$ cat src/rtl/sat_accumulator.sv
// Block accumulator: sums LEN signed samples with per-step saturation, then holds the result for a valid/ready handshake.
// Optional ovf_cnt output (count of saturating samples) enabled by defining SAT_ACCUMULATOR_OVF_CNT_EN.
module sat_accumulator #(
  parameter int N   = 8,
  parameter int LEN = 4
) (
  input  logic                clk,
  input  logic                rst,
  input  logic                in_valid,
  output logic                in_ready,
  input  logic signed [N-1:0] in_data,
  input  logic                sub,
  input  logic                clr,
  output logic                out_valid,
  input  logic                out_ready,
  output logic signed [N-1:0] out_data,
  output logic                out_sat
`ifdef SAT_ACCUMULATOR_OVF_CNT_EN
  ,
  output logic [7:0]          ovf_cnt
`endif
);

  localparam int CW = (LEN > 1) ? $clog2(LEN) : 1;
  localparam logic [CW-1:0] LAST = CW'(LEN - 1);
  localparam logic signed [N:0] SUM_MAX = {2'b00, {(N-1){1'b1}}};
  localparam logic signed [N:0] SUM_MIN = {2'b11, {(N-1){1'b0}}};

  typedef enum logic {ACC, HOLD} state_t;

  state_t              state_q;
  logic signed [N-1:0] acc_q;
  logic [CW-1:0]       cnt_q;
  logic                flag_q;
  logic                out_valid_q;
  logic signed [N-1:0] out_data_q;
  logic                out_sat_q;

  logic signed [N:0]   acc_w;
  logic signed [N:0]   din_w;
  logic signed [N:0]   sum_d;
  logic signed [N-1:0] result_d;
  logic                stepsat_d;
  logic                accept;

  function automatic logic signed [N-1:0] saturate(input logic signed [N:0] s);
    if (s > SUM_MAX)      return SUM_MAX[N-1:0];
    else if (s < SUM_MIN) return SUM_MIN[N-1:0];
    else                  return s[N-1:0];
  endfunction

  function automatic logic overflows(input logic signed [N:0] s);
    return (s > SUM_MAX) || (s < SUM_MIN);
  endfunction

  assign in_ready  = (state_q == ACC) && !clr;
  assign accept    = in_valid && in_ready;
  assign out_valid = out_valid_q;
  assign out_data  = out_data_q;
  assign out_sat   = out_sat_q;

  // One extra bit of headroom makes acc - (-2^(N-1)) exact before clamping.
  always_comb begin
    acc_w     = {acc_q[N-1], acc_q};
    din_w     = {in_data[N-1], in_data};
    sum_d     = sub ? (acc_w - din_w) : (acc_w + din_w);
    result_d  = saturate(sum_d);
    stepsat_d = overflows(sum_d);
  end

  always_ff @(posedge clk) begin
    if (rst) begin
      state_q     <= ACC;
      acc_q       <= '0;
      cnt_q       <= '0;
      flag_q      <= 1'b0;
      out_valid_q <= 1'b0;
      out_data_q  <= '0;
      out_sat_q   <= 1'b0;
    end else begin
      case (state_q)
        ACC: begin
          if (clr) begin
            acc_q  <= '0;
            cnt_q  <= '0;
            flag_q <= 1'b0;
          end else if (accept) begin
            if (cnt_q == LAST) begin
              out_data_q  <= result_d;
              out_sat_q   <= flag_q | stepsat_d;
              out_valid_q <= 1'b1;
              acc_q       <= '0;
              cnt_q       <= '0;
              flag_q      <= 1'b0;
              state_q     <= HOLD;
            end else begin
              acc_q  <= result_d;
              cnt_q  <= cnt_q + CW'(1);
              flag_q <= flag_q | stepsat_d;
            end
          end
        end
        HOLD: begin
          // clr is deliberately ignored here so a finished result is never dropped.
          if (out_valid_q && out_ready) begin
            out_valid_q <= 1'b0;
            state_q     <= ACC;
          end
        end
        default: state_q <= ACC;
      endcase
    end
  end

`ifdef SAT_ACCUMULATOR_OVF_CNT_EN
  logic [7:0] ovf_q;
  assign ovf_cnt = ovf_q;

  always_ff @(posedge clk) begin
    if (rst) begin
      ovf_q <= 8'd0;
    end else if (accept && stepsat_d && (ovf_q != 8'hFF)) begin
      ovf_q <= ovf_q + 8'd1;
    end
  end
`endif

endmodule

$ cat config.mk
export PLATFORM = sky130hd
export DESIGN_NAME = sat_accumulator
export DESIGN_NICKNAME = d
export VERILOG_FILES = /design/src/rtl/sat_accumulator.sv
export SDC_FILE = /design/constraint.sdc
export NUM_CORES = 1
export LEC_CHECK = 0
export CORE_MARGIN = 10
export CORE_UTILIZATION = 45
export CTS_CLUSTER_DIAMETER = 80
export DETAILED_ROUTE_END_ITERATION = 6
export PLACE_DENSITY = 0.72
export SYNTH_ARGS = -nofsm -noshare
export SYNTH_HDL_FRONTEND = slang
export SYNTH_SLANG_ARGS = --single-unit
export TNS_END_PERCENT = 20
$ cat constraint.sdc
create_clock -name clk -period 3.14 [get_ports clk]
set_input_delay 0.628 -clock clk [delete_from_list [all_inputs] [get_ports clk]]
set_output_delay 0.628 -clock clk [all_outputs]
set_load 0.005 [all_outputs]
=== After elaboration in Yosys (flattened, before gate mapping) ===
Cells that the tools add are included.
W data, S select, Z words.

* Bits in registers: 22
* Bits of input ports: 14
* Word-level logic and storage cells: 51

* Add/subtract/negate cells: 3
* $lt $le $gt $ge: 2
* Equal/unequal tests: 5
* Mux-type cells: 22
* Bitwise gates (word level): 3
* Reduce and logical (&&, ||, !) cells: 9

{| class="wikitable"
|+ Operators by type and width
! cell !! count
|-
| $mux W8 || 5
|-
| $mux W1 || 11
|-
| $add A8 B8 Y9 || 1
|-
| $gt A9 B8 Y1 const B || 1
|-
| $lt A9 B8 Y1 const B || 1
|-
| $mux W9 || 1
|-
| $sub A8 B8 Y9 || 1
|-
| $reduce_and A4 Y1 || 2
|-
| $mux W2 || 3
|-
| $ne A2 B1 Y1 const B || 2
|-
| $ne A2 B2 Y1 const B || 2
|-
| $pmux W1 S2 || 2
|-
| $logic_and A1 B1 Y1 || 3
|-
| $add A2 B1 Y2 const B || 1
|-
| $eq A2 B2 Y1 const B || 1
|-
| $not A1 Y1 || 2
|-
| $reduce_and A2 Y1 || 1
|-
| $reduce_bool A2 Y1 || 1
|-
| $logic_not A1 Y1 || 1
|-
| $logic_or A1 B1 Y1 || 1
|-
| $or A1 B1 Y1 || 1
|}

=== Longest topological paths before layout ===
* Depth in word-level cells: 8
* Gate-level depth with buffers: 12
* Depth with buffers taken out: 11

=== Least setup slack after synthesis ===
OpenSTA, ideal clock, no wires.

* Kind: in2reg
* Start: input port in_data[0]
* End: register out_data_q[5], in the netlist out_data[5]
* Library setup time: 0.079 ns
* Data arrival time: 2.925 ns
* Required time: 3.061 ns
* Slack: 0.135 ns
* Cell stages on the path: 11
* Path buffers: 0
* Path through: inv_1 ha_1 mux2_2 inv_1 ha_1 nor2b_1 o31a_1 or3_1 a22o_1 maj3_2 a211oi_2

* Word-level cells in the longest chain between the ends: 5
* Elaborated cells on any way between the ends: 7
* Those cells by class: 2 x add/sub; 2 x order compare; 3 x mux

{| class="wikitable"
|+ Ends and longest elaborated chain
! what !! line !! RTL
|-
| start: declaration || 11 || <nowiki>input logic signed [N-1:0] in_data,</nowiki>
|-
| $add A8 B8 Y9 / $sub A8 B8 Y9 (equally long branches) || 66 || <nowiki>sum_d = sub ? (acc_w - din_w) : (acc_w + din_w);</nowiki>
|-
| $mux W9 * || 66 ||
|-
| $lt A9 B8 Y1 || 48 || <nowiki>else if (s < SUM_MIN) return SUM_MIN[N-1:0];</nowiki>
|-
| $mux W8 || 48 ||
|-
| $mux W8 * || 47 || <nowiki>if (s > SUM_MAX) return SUM_MAX[N-1:0];</nowiki>
|-
| end signal: assignment || 89 || <nowiki>out_data_q <= result_d;</nowiki>
|-
| end: declaration || 36 || <nowiki>logic signed [N-1:0] out_data_q;</nowiki>
|}

Every way passes the cells marked *; elsewhere a longest branch is shown, timed or not.
A chain may end at the register's enable or synchronous reset.

=== Worst setup path after layout ===
* Start: input port sub
* End: register out_data_q[0], in the netlist out_data[0]

* Word-level cells in the longest chain between the ends: 4
* Elaborated cells on any way between the ends: 5
* Those cells by class: 2 x order compare; 3 x mux

{| class="wikitable"
|+ Ends and longest elaborated chain
! what !! line !! RTL
|-
| start: declaration || 12 || <nowiki>input logic sub,</nowiki>
|-
| $mux W9 * || 66 ||
|-
| $lt A9 B8 Y1 || 48 ||
|-
| $mux W8 || 48 ||
|-
| $mux W8 * || 47 ||
|}

Marked as above.

==> impl_metrics.csv <==
group,metric,value,unit
clocking,cts_tree,"yes",
floorplan,core,0.00328,mm²
synth,synthFlopType,"dfxtp_1",
synth,ys_seq_elements,22,
clocking,cts.htree.levels,1,
sta,fin_ws,0.123,ns
worst_hold_path,hp-class,"reg -> reg",
synth,yosysTopAreaCellShare,29.0,%
synth,yosys.cell_types.count,48,
finish,area_growth,42.2,%
synth,synthMuxAreaShare,1.40,%
place,io_buffers,24,
grt,grt_util_met1,14.3,%
synth,synthXorXnorAreaFrac,7.58,%
power_and_ir_drop,power_density,401,mW/mm²
sta,fmax,331,MHz
floorplan,rows,21,
power_and_ir_drop,ir_worst_vdd,0.000269,V
routing,drtIter0Drc,81,
sta,finalHoldViolations,0,
synth,yosysMostFrequentCell,"nor2_1",
floorplan,die_y,78.1,µm
synth,synthAdderAreaFrac,14.7,%
clocking,clkLatencyLatePin,0.32,ns
setup_path,crit_arrival,3.27,ns
sta,finalSetupTns,0,ns
finish,multiInputGateArea,0.00105,mm²
routing,detail-route-antenna-nets,0,
grt,grt_max_degree,16,
clocking,clk_pin_slew,0.12,ns
synth,syn_inst,174,
synth,postSynthAreaPerCell,8.72,µm²
setup_path,critPathMaxFanout,6,
power_and_ir_drop,total_leakage_power,0.884,nW
grt,grtUsageTotal,12.9,%
grt,antenna_found_initial,0,
grt,grt_pass1_wl,6710,µm
sta,skew,0.00221,ns
finish,nNetsFinal,257,
sta,holdWs,0.459,ns
grt,busiest_layer,"met2",
clocking,cts-root-buf,"clkbuf_4",
synth,yosysWarnings,0,
sta,setup_viol,0,
setup_path,cp.required,3.39,ns
grt,grt_overflow,0,
routing,drt-total-wl,4070,µm
floorplan,ios,25,
synth,syn_nets,199,
routing,viasPerCell,5.31,
routing,drt-pass1-iter-count,5,
clocking,cts_buffers,3,
routing,wire_per_inst,14.7,µm
finish,diodes,0,
synth,synthArstFlopShare,0,%
synth,synth_area_leaders,"dfxtp_1, ha_1, nor2_1",
synth,synth_common_cells,"nor2_1, dfxtp_1, nand2_1",
floorplan,die_area,0.00610,mm²
setup_path,crit_type,"in -> reg",
synth,yosys.area_share.simple,18.1,%
floorplan,die_x,78.1,µm
run,maxCapViolations,0,
finish,drive_gt1_share,27.3,%
synth,synth_compound_area_share,24.6,%
synth,seq_area_frac_synth,29.0,%
routing,drc_errors,0,
place,dp_hpwl,3190,µm
floorplan,start_util,46.2,%
synth,synth_top_family_by_area,"compound AO/OA/AOI/OAI gates",
grt,grtUsageMet2,24.6,%
sta,slew_headroom,69.9,%
grt,grtUsageMet3,1.48,%
sta,worstMarginPinSlew,0.451,ns
synth,syn_area,0.00152,mm²
synth,yosysTopAreaCell,"dfxtp_1",
status,status,"complete, no violations",
sta,slew_violations,0,
power_and_ir_drop,power,0.866,mW
clocking,cts_max_path_buffers,2,
place,place.gp.congestion,0.888,
place,dp_slack,-0.539,ns
sta,finalCritPeriodShare,96.1,%
setup_path,worstSetupStartpointType,"input pin",
setup_path,cp-end-kind,"register",
sta,rsz0062_at_grt,"false",
clocking,clock-sinks,22,
routing,vias,1470,
finish,seq_area,440,µm²
sta,post-route-min-period,3.02,ns
synth,synth-edff-count,0,
clocking,holdBufCountCts,0,
finish,fillCellCount,274,
grt,grt_pass1_vias,1538,
-- area by class of cell --
class	instances	area share, %
clock inverter	1	1.39
inverter	9	1.57
multi-input combinational	137	48.8
clock buffer	3	1.04
tap	46	2.67
timing repair buffer	59	24.2
sequential	22	20.4
-- critical path, stage by stage --
cell and delay (ns):
clkdlybuf4s50_1 0.45, buf_4 0.18, a31oi_2 0.15, xnor2_1 0.14
ha_1 0.28, buf_4 0.15, o21a_1 0.11, o21a_1 0.20
o32ai_4 0.15, buf_12 0.17, xor2_4 0.10, maj3_2 0.35
a211oi_2 0.22
-- path summary, 6_finish.rpt --
path	slack [ns]	end	start	cells past startpoint
worst max-delay path	0.12	out_data[0]$_SDFFE_PP0P_	sub	13
worst min-delay path	0.46	acc_q[0]$_SDFFE_PP0P_	acc_q[0]$_SDFFE_PP0P_	2
worst max register to register	0.73	out_data[0]$_SDFFE_PP0P_	acc_q[0]$_SDFFE_PP0P_	10
worst min register to register	0.46	acc_q[0]$_SDFFE_PP0P_	acc_q[0]$_SDFFE_PP0P_	2
-- logic make-up after synthesis --
kind of cell             after synthesis
flip-flops                            22
buffers and inverters                 16
adder cells (fa/ha/maj)               18
AND/OR/NAND/NOR                       55
AO/OA/AOI/OAI                         50
XOR/XNOR                              11
multiplexers                           2
-- metal layers --
metal	vias to the layer above	share of wire, %
met5	-	0
met4	0	2.2
met3	11	3.5
met1	689	42
met2	34	52
li1	736	-
-- layout by cell type, fill, tap and decap left out, types with 3 or more instances in the layout --
master | Yosys | layout
a211oi_2 | 6 | 6
a21oi_1 | 10 | 10
buf_4 | 0 | 34
clkbuf_4 | 0 | 3
clkdlybuf4s50_1 | 0 | 19
dfxtp_1 | 22 | 22
dlymetal6s2s_1 | 0 | 3
ha_1 | 10 | 10
inv_1 | 9 | 7
maj3_2 | 6 | 7
nand2_1 | 12 | 12
nor2_1 | 26 | 26
nor2b_1 | 3 | 3
nor3_1 | 4 | 3
o21a_1 | 6 | 6
o21ai_0 | 11 | 10
o21ai_1 | 3 | 4
xnor2_1 | 7 | 7
xor2_1 | 3 | 3
-- through the flow --
| step | cells | util (%) | area [µm²] |
|---|---|---|---|
| after global placement | 268 | 61.3 | 2010 |
| after CTS | 276 | 64.9 | 2130 |
| after global routing | 277 | 65.7 | 2160 |
| after floorplan | 174 | - | 1520 |
| after detailed placement | 268 | 61.3 | 2010 |
| final | 277 | 65.7 | 2160 |
-- registers in the layout, indices dropped and copies added (netlist names) --
name,cells
acc_q,8
out_data,8
cnt_q,2
flag_q,1
out_sat,1
out_valid,1
state_q,1
-- what timing repair did --
action	CTS	global route
gates cloned	1	0
resized for setup	8	7
endpoints found under the setup margin	16	16
pin swaps	8	7
buffers inserted	3	1
hold endpoints to repair	0	0
-- power by group --
| group | leakage, nW | total (mW) | switching, mW | internal, mW |
|---|---|---|---|---|
| logic | 0.678 | 0.350 | 0.169 | 0.181 |
| clock network | 0.0279 | 0.220 | 0.0904 | 0.129 |
| registers | 0.178 | 0.296 | 0.00746 | 0.289 |
| total | 0.884 | 0.866 | 0.267 | 0.598 |
No activity file was read; power rests on OpenSTA's default activity.
